$ cat src/rtl/pmt_frame_sched.sv
// PMT scan-cache frame scheduler: owns the scan window and drains four source FIFOs
// as atomic 4-word frames into one tagged 64-bit stream.
`timescale 1ns / 1ps

module pmt_frame_sched #(
  parameter int unsigned DATA_WID = 64,
  parameter int unsigned FCNT_WID = 32
) (
  input  logic                  clk_i,
  input  logic                  rst_i,
  input  logic                  pmt_start_en_i,
  input  logic                  pmt_end_en_i,
  input  logic [3:0]            src_empty_i,
  input  logic [3:0]            src_full_i,
  input  logic [4*DATA_WID-1:0] src_dout_i,
  output logic [3:0]            src_rd_o,
  input  logic                  dn_afull_i,
  output logic                  scan_en_o,
  output logic                  out_vld_o,
  output logic [DATA_WID-1:0]   out_data_o,
  output logic [FCNT_WID-1:0]   frame_cnt_o,
  output logic                  ovf_err_o,
  output logic                  align_err_o,
  output logic                  done_o
);

  typedef enum logic [2:0] {
    StIdle,
    StWait,
    StRead,
    StDrainWait,
    StDone
  } state_e;

  state_e                state_q, state_d;
  logic [1:0]            slot_q, slot_d;
  logic                  start_lvl_q, end_lvl_q;
  logic                  end_pend_q, end_pend_d;
  logic                  scan_en_q, scan_en_d;
  logic [FCNT_WID-1:0]   frame_cnt_q, frame_cnt_d;
  logic                  ovf_q, ovf_d;
  logic                  align_q, align_d;
  logic                  done_q, done_d;
  logic [3:0]            wait_cnt_q, wait_cnt_d;
  logic [3:0]            src_rd;

  logic                  rd_vld_q;
  logic [1:0]            rd_slot_q;
  logic                  out_vld_q;
  logic [DATA_WID-1:0]   out_data_q;
  logic [DATA_WID-1:0]   sel_word;
  logic [2:0]            unused_tag;

  logic start_rise, end_rise, frame_ok, pipe_busy;

  assign start_rise = pmt_start_en_i & ~start_lvl_q;
  assign end_rise   = pmt_end_en_i & ~end_lvl_q;
  // A frame may only launch when every source holds a word and downstream has headroom.
  assign frame_ok   = (src_empty_i == 4'h0) & ~dn_afull_i;
  assign pipe_busy  = rd_vld_q | out_vld_q;

  always_comb begin
    state_d     = state_q;
    slot_d      = slot_q;
    end_pend_d  = end_pend_q;
    scan_en_d   = scan_en_q;
    frame_cnt_d = frame_cnt_q;
    ovf_d       = ovf_q;
    align_d     = align_q;
    done_d      = 1'b0;
    wait_cnt_d  = wait_cnt_q;
    src_rd      = 4'h0;

    if ((state_q != StIdle) && (src_full_i != 4'h0)) begin
      ovf_d = 1'b1;
    end

    unique case (state_q)
      StIdle: begin
        if (start_rise) begin
          state_d     = StWait;
          scan_en_d   = 1'b1;
          frame_cnt_d = '0;
          ovf_d       = 1'b0;
          align_d     = 1'b0;
          end_pend_d  = 1'b0;
        end
      end
      StWait: begin
        if (end_rise) begin
          scan_en_d  = 1'b0;
          end_pend_d = 1'b1;
          wait_cnt_d = 4'd0;
          state_d    = StDrainWait;
        end else if (frame_ok) begin
          slot_d  = 2'd0;
          state_d = StRead;
        end
      end
      StRead: begin
        src_rd = 4'b0001 << slot_q;
        slot_d = slot_q + 2'd1;
        if (end_rise) begin
          end_pend_d = 1'b1;
          scan_en_d  = 1'b0;
        end
        if (slot_q == 2'd3) begin
          frame_cnt_d = frame_cnt_q + FCNT_WID'(1);
          wait_cnt_d  = 4'd0;
          state_d     = (end_pend_q | end_rise) ? StDrainWait : StWait;
        end
      end
      StDrainWait: begin
        if (frame_ok) begin
          slot_d  = 2'd0;
          state_d = StRead;
        end else if (src_empty_i == 4'hF) begin
          state_d = StDone;
        end else if (src_empty_i != 4'h0) begin
          // Partial frame: give late source writes a bounded chance to land.
          if (wait_cnt_q == 4'd15) begin
            state_d = StDone;
          end else begin
            wait_cnt_d = wait_cnt_q + 4'd1;
          end
        end
      end
      StDone: begin
        if (!pipe_busy) begin
          align_d    = align_q | (src_empty_i != 4'hF);
          done_d     = 1'b1;
          end_pend_d = 1'b0;
          state_d    = StIdle;
        end
      end
      default: state_d = StIdle;
    endcase
  end

  always_ff @(posedge clk_i) begin
    if (rst_i) begin
      state_q     <= StIdle;
      slot_q      <= 2'd0;
      start_lvl_q <= 1'b0;
      end_lvl_q   <= 1'b0;
      end_pend_q  <= 1'b0;
      scan_en_q   <= 1'b0;
      frame_cnt_q <= '0;
      ovf_q       <= 1'b0;
      align_q     <= 1'b0;
      done_q      <= 1'b0;
      wait_cnt_q  <= 4'd0;
    end else begin
      state_q     <= state_d;
      slot_q      <= slot_d;
      start_lvl_q <= pmt_start_en_i;
      end_lvl_q   <= pmt_end_en_i;
      end_pend_q  <= end_pend_d;
      scan_en_q   <= scan_en_d;
      frame_cnt_q <= frame_cnt_d;
      ovf_q       <= ovf_d;
      align_q     <= align_d;
      done_q      <= done_d;
      wait_cnt_q  <= wait_cnt_d;
    end
  end

  always_comb begin
    sel_word = src_dout_i[DATA_WID-1:0];
    unique case (rd_slot_q)
      2'd0: sel_word = src_dout_i[0*DATA_WID +: DATA_WID];
      2'd1: sel_word = src_dout_i[1*DATA_WID +: DATA_WID];
      2'd2: sel_word = src_dout_i[2*DATA_WID +: DATA_WID];
      2'd3: sel_word = src_dout_i[3*DATA_WID +: DATA_WID];
      default: sel_word = src_dout_i[DATA_WID-1:0];
    endcase
  end

  // Source tag bits are replaced by the valid flag and slot number.
  assign unused_tag = sel_word[DATA_WID-1:DATA_WID-3];

  always_ff @(posedge clk_i) begin
    if (rst_i) begin
      rd_vld_q   <= 1'b0;
      rd_slot_q  <= 2'd0;
      out_vld_q  <= 1'b0;
      out_data_q <= '0;
    end else begin
      rd_vld_q  <= (src_rd != 4'h0);
      rd_slot_q <= slot_q;
      out_vld_q <= rd_vld_q;
      if (rd_vld_q) begin
        out_data_q <= {1'b1, rd_slot_q, sel_word[DATA_WID-4:0]};
      end
    end
  end

  assign src_rd_o    = src_rd;
  assign scan_en_o   = scan_en_q;
  assign out_vld_o   = out_vld_q;
  assign out_data_o  = out_data_q;
  assign frame_cnt_o = frame_cnt_q;
  assign ovf_err_o   = ovf_q;
  assign align_err_o = align_q;
  assign done_o      = done_q;

endmodule

$ cat config.mk
export PLATFORM = sky130hd
export DESIGN_NAME = pmt_frame_sched
export DESIGN_NICKNAME = d
export VERILOG_FILES = /design/src/rtl/pmt_frame_sched.sv
export SDC_FILE = /design/constraint.sdc
export NUM_CORES = 1
export LEC_CHECK = 0
export ABC_CLOCK_PERIOD_IN_PS = 2700
export CAP_MARGIN = 5
export CORE_AREA = 8 8 137 139
export DETAILED_ROUTE_END_ITERATION = 12
export DIE_AREA = 0 0 145 147
export PLACE_DENSITY = 0.91
export SETUP_SLACK_MARGIN = 0.1
export SYNTH_ARGS = -nofsm -noshare
export SYNTH_HDL_FRONTEND = slang
export SYNTH_SLANG_ARGS = --single-unit
$ cat constraint.sdc
create_clock -name clk_i -period 2.7 [get_ports clk_i]
set_clock_uncertainty 0.05 [all_clocks]
set_input_delay 0.27 -clock clk_i [delete_from_list [all_inputs] [get_ports clk_i]]
set_output_delay 0.27 -clock clk_i [all_outputs]
set_load 0.02 [all_outputs]
After elaboration in Yosys (flattened, before gate mapping)

Index checks and enable logic that the tools add are counted.

Register bits: 116
Input port bits: 269
Output and inout port bits: 105
Logic and storage cells: 114

Add/sub/neg operators: 3
Equality and inequality tests: 24
Shift-type cells: 1
Multiplexer cells: 39
Bitwise logic cells: 10
Reductions and logical operators: 22

Operators by type and width:

| operator                | number |
|---|---|
| $pmux W61 S4            | 1 |
| $mux W32                | 2 |
| $pmux W32 S2            | 1 |
| $add A32 B1 Y32 const B | 1 |
| $mux W4                 | 7 |
| $mux W3                 | 9 |
| $ne A2 B2 Y1 const B    | 9 |
| $pmux W3 S5             | 1 |
| $ne A4 B4 Y1 const B    | 3 |
| $pmux W4 S3             | 1 |
| $reduce_bool A4 Y1      | 3 |
| $mux W1                 | 10 |
| $reduce_and A3 Y1       | 3 |
| $reduce_bool A3 Y1      | 3 |
| $eq A4 B4 Y1 const B    | 2 |
| $reduce_and A7 Y1       | 1 |
| $eq A2 B2 Y1 const B    | 3 |
| $eq A3 B2 Y1 const B    | 2 |
| $mux W2                 | 3 |
| $pmux W2 S3             | 1 |
| $reduce_and A6 Y1       | 1 |
| $reduce_bool A2 Y1      | 3 |
| $add A4 B1 Y4 const B   | 1 |
| $logic_not A4 Y1        | 1 |
| 18 further kinds        | 27 |

Logic depth before layout (Yosys ltp)

Gate-level depths: netlist (run 1).

Depth in word-level cells: 6
Mapped depth: 7
Depth with buffers taken out: 6

Worst setup path after synthesis (run 1)

No wires, ideal clock.

Kind: reg2reg
Start: reg frame_cnt_q[3], in the netlist frame_cnt_o[3]
End: reg frame_cnt_q[27], in the netlist frame_cnt_o[27]
Library setup time: 131 ps
Arrival: 1880 ps
Data required time: 2519 ps
Setup slack: 639 ps
Stages on the path, launching flop included: 7
Path buffers: 1
Clock period less this slack: 2061 ps
Path through: dfxtp_1 > nand4_4 > or4_4 > buf_6 > nor4_1 > xnor2_1 > nor2_2

Longest elaborated chain between the ends: 3

RTL lines:

| what                     | RTL line | source |
|---|---|---|
| start: declaration       | 40       | `logic [FCNT_WID-1:0] frame_cnt_q, frame_cnt_d;` |
| start signal: assignment | 160      | `frame_cnt_q <= frame_cnt_d;` |
| $add A32 B1 Y32          | 108      | `frame_cnt_d = frame_cnt_q + FCNT_WID'(1);` |
| $mux W32                 | 107      | `if (slot_q == 2'd3) begin` |
| $pmux W32 S2             | 78       | `unique case (state_q)` |

Every way passes these cells. The select of a mux whose other input is x is not followed.
A chain may end at the register's enable or synchronous reset.

Worst setup path in the final report (run 1)

Start: reg state_q[0]
End: out src_rd_o[2]

Longest elaborated chain between the ends: 2

RTL lines:

| what                     | RTL line | source |
|---|---|---|
| start: declaration       | 35       | `state_e state_q, state_d;` |
| start signal: assignment | 142      | `state_q <= StIdle;` |
| start signal: assignment | 154      | `state_q <= state_d;` |
| $eq A3 B2 Y1             | 78       |  |
| $mux W4                  | 78       |  |
| end: declaration         | 16       | `output logic [3:0] src_rd_o,` |

Every way passes these cells.

==> flow_summary.json, run 1 <==
{
  "endpoint_kind": "output port",
  "synth_cell_type_count": 48,
  "timing.fmax_ghz": 0.4140,
  "finalCoreUtilization": 0.6382,
  "setup-tns-final_ns": 0,
  "ys_async_sr_fraction": 0,
  "synth_top_area_frac": 0.3741,
  "layout-drive-gt1-share": 0.1432,
  "synthCells": 576,
  "critical_path_class": "reg -> out",
  "ant_nets": 0,
  "fin_crit_sh": 0.8945,
  "synth_mux_area_frac": 0.3278,
  "clock_latency_ns": 0.42,
  "antenna_found_initial": 8,
  "ios": 374,
  "yosys.area_share.simple": 0.1723,
  "core_area_um2": 16760,
  "clock_path_buffers": 2,
  "grt_max_degree": 47,
  "netlist_top_cells_count": "dfxtp_1, nor2_1, mux2i_1, mux4_2, clkbuf_1",
  "relSlewSlack": 0.6498,
  "synthFlopType": "dfxtp_1",
  "dieArea_um2": 21320,
  "post-place-ws_ns": 0.4369,
  "arrival_ns": 2.10,
  "die_h_um": 147,
  "fillers": 1234,
  "place_hpwl_um": 20180,
  "placed_area_um2": 10070,
  "power.density_nw_per_um2": 559.6,
  "vdd_drop_max_v": 0.0004467,
  "stdcell_area_um2": 10690,
  "finalCriticalPeriod_ns": 2.415,
  "cts_root_buf": "clkbuf_16",
  "worst_ep_required_time_ns": 2.38,
  "grt_pass1_wl_um": 38050,
  "synthAdderAreaFrac": 0.01209,
  "grt_usage": 0.2315,
  "grt_pass1_vias": 6628,
  "nets": 1205,
  "hold_violations": 0,
  "vias": 6206,
  "start_kind": "flip-flop",
  "rsz0062_at_grt": "false",
  "max_slew.worst_pin.slew_ns": 0.5254,
  "worst_slack_ns": 0.2847,
  "synthTopCellsByArea": "dfxtp_1, mux4_2, mux2i_1",
  "synth_nets": 851,
  "portBuffers": 361,
  "wl_per_cell_um": 21.69,
  "fp.dieW_um": 145,
  "synth_top_cell_by_area": "dfxtp_1",
  "grt-ovfl-total": 0,
  "cts_hold_buf": 0,
  "ys_warn_count": 0,
  "synth.yosys.seq_area_share": 0.3741,
  "power_w": 0.005984,
  "path_cells": "nor3b_2 > buf_4 > and2_1 > clkdlybuf4s50_1",
  "cts_tree": "built",
  "htreeDepth": 4,
  "cts_sinks": 116,
  "power_leakage_nw": 3.535,
  "path_clk_slew_ns": 0.06,
  "synth_xor_area_frac": 0.03951,
  "synthMostInstantiatedCell": "dfxtp_1",
  "synthToLayoutAreaGrowth_pct": 72.28,
  "syn_avg_cell_area_um2": 10.78,
  "drv_cap": 0,
  "maxSlewViolCount": 0,
  "ys_ff_latch": 116,
  "crit_path_top_delay_cell": "clkdlybuf4s50_1",
  "drtIter0Drc": 280,
  "hold_path_class": "in -> reg",
  "worstPathMaxFanout": 16,
  "num_rows": 48,
  "synthesis.area_um2": 6207,
  "initial_core_util": 0.3704,
  "cts_made_buffers": 17,
  "gp_congestion": 0.8917,
  "avgViaCountPerCell": 5.291,
  "synth_compound_area_frac": 0.03769,
  "setup_violations": 0,
  "synth_top_family_by_area": "multiplexers",
  "firstDrtPassIters": 5,
  "wirelength_um": 25440,
  "route.detailed.drc": 0,
  "synth_edf_count": 0,
  "outcome": "complete, no violations",
  "critical_path.max_stage_delay_ns": 0.63
}
report_power, final:
group / switching (W) / total, W / internal [W]
Combinational: 0.000703 / 0.00168 / 0.000977
Sequential: 0.000166 / 0.00201 / 0.00185
Clock: 0.000867 / 0.00229 / 0.00142
Total: 0.00174 / 0.00598 / 0.00425
registers in the layout, indices dropped and copies added (netlist names), 2 cells and up:
signal	flops
out_data_o	64
slot_q	2
wait_cnt_q	4
state_q	3
frame_cnt_o	32
rd_slot_q	2
kinds of logic after synthesis:
logic type | after synthesis
simple gates | 209
mux | 127
flops | 116
buf+inv | 54
compound gates | 36
xor+xnor | 28
fa+ha+maj | 6
path summary, 6_finish.rpt:
path | endpoint | start | slack [ns] | depth (start not counted)
worst max-delay path | src_rd_o[2] | state_q[0]$_SDFFE_PP0P_ | 0.28 | 4
worst min-delay path | rd_slot_q[0]$_SDFF_PP0_ | rst_i | 0.37 | 3
worst max register to register | frame_cnt_o[28]$_SDFFE_PP0P_ | frame_cnt_o[3]$_SDFFE_PP0P_ | 0.55 | 5
worst min register to register | end_pend_q$_SDFFE_PP0P_ | end_pend_q$_SDFFE_PP0P_ | 0.42 | 2
layout make-up:
cell class | instances | area (µm²) | area share
sequential | 116 | 2331 | 0.2180
tap | 225 | 281.5 | 0.02633
clock inverter | 13 | 148.9 | 0.01392
clock buffer | 19 | 454.2 | 0.04247
antenna | 5 | 12.51 | 0.001170
timing repair buffer | 378 | 3761 | 0.3517
multi-input combinational | 406 | 3664 | 0.3426
inverter | 11 | 41.29 | 0.003861
routing by layer:
layer / GRT usage / vias to the layer above / wire, µm
met4: 0.09100 / 6 / 702
met3: 0.1018 / 49 / 2238
met5: 0 / - / 36
met2: 0.4000 / 279 / 13050
met1: 0.2438 / 3054 / 9413
li1: - / 2818 / -
cells in the final DEF, fill, tap and decap left out, types with 9 or more instances in the layout:
cell type          n
a21oi_1            9
buf_4             15
clkbuf_16         18
clkdlybuf4s50_1  360
dfxtp_1          113
inv_1             11
mux2i_1           66
mux4_2            61
nand2_1           15
nand3_1           14
nor2_1           104
nor3_1             9
nor4_1            10
o21ai_0           11
xnor2_1           27
worst max-delay path, delay by kind of cell (launching register included):
| kind | cells | cell delay (ns) |
|---|---|---|
| and+or+nand+nor | 2 | 0.41 |
| buffers and inverters | 2 | 0.80 |
| DFF | 1 | 0.46 |
through the flow:
step	hold slack [ns]	instances
finish	0.3712	1173
global route	0.3896	1173
CTS	0.3447	1168
detailed placement	0.4072	1136
global placement	0.3962	1136
floorplan	0.3482	576
repair_timing:
action,CTS,global route
resized for setup,0,1
buffers inserted,0,0
setup endpoints to repair,0,3
No activity file was read; power rests on OpenSTA's default activity.
==> inputs of run 2 (changes only) <==
--- a/config.mk
+++ b/config.mk
@@ -6,7 +6,6 @@
 export NUM_CORES = 1
 export LEC_CHECK = 0
 export ABC_CLOCK_PERIOD_IN_PS = 2700
-export CAP_MARGIN = 5
 export CORE_AREA = 8 8 137 139
 export DETAILED_ROUTE_END_ITERATION = 12
 export DIE_AREA = 0 0 145 147
==> results of run 2 <==
Final layout, timing and power as in run 1 (identical DEF).
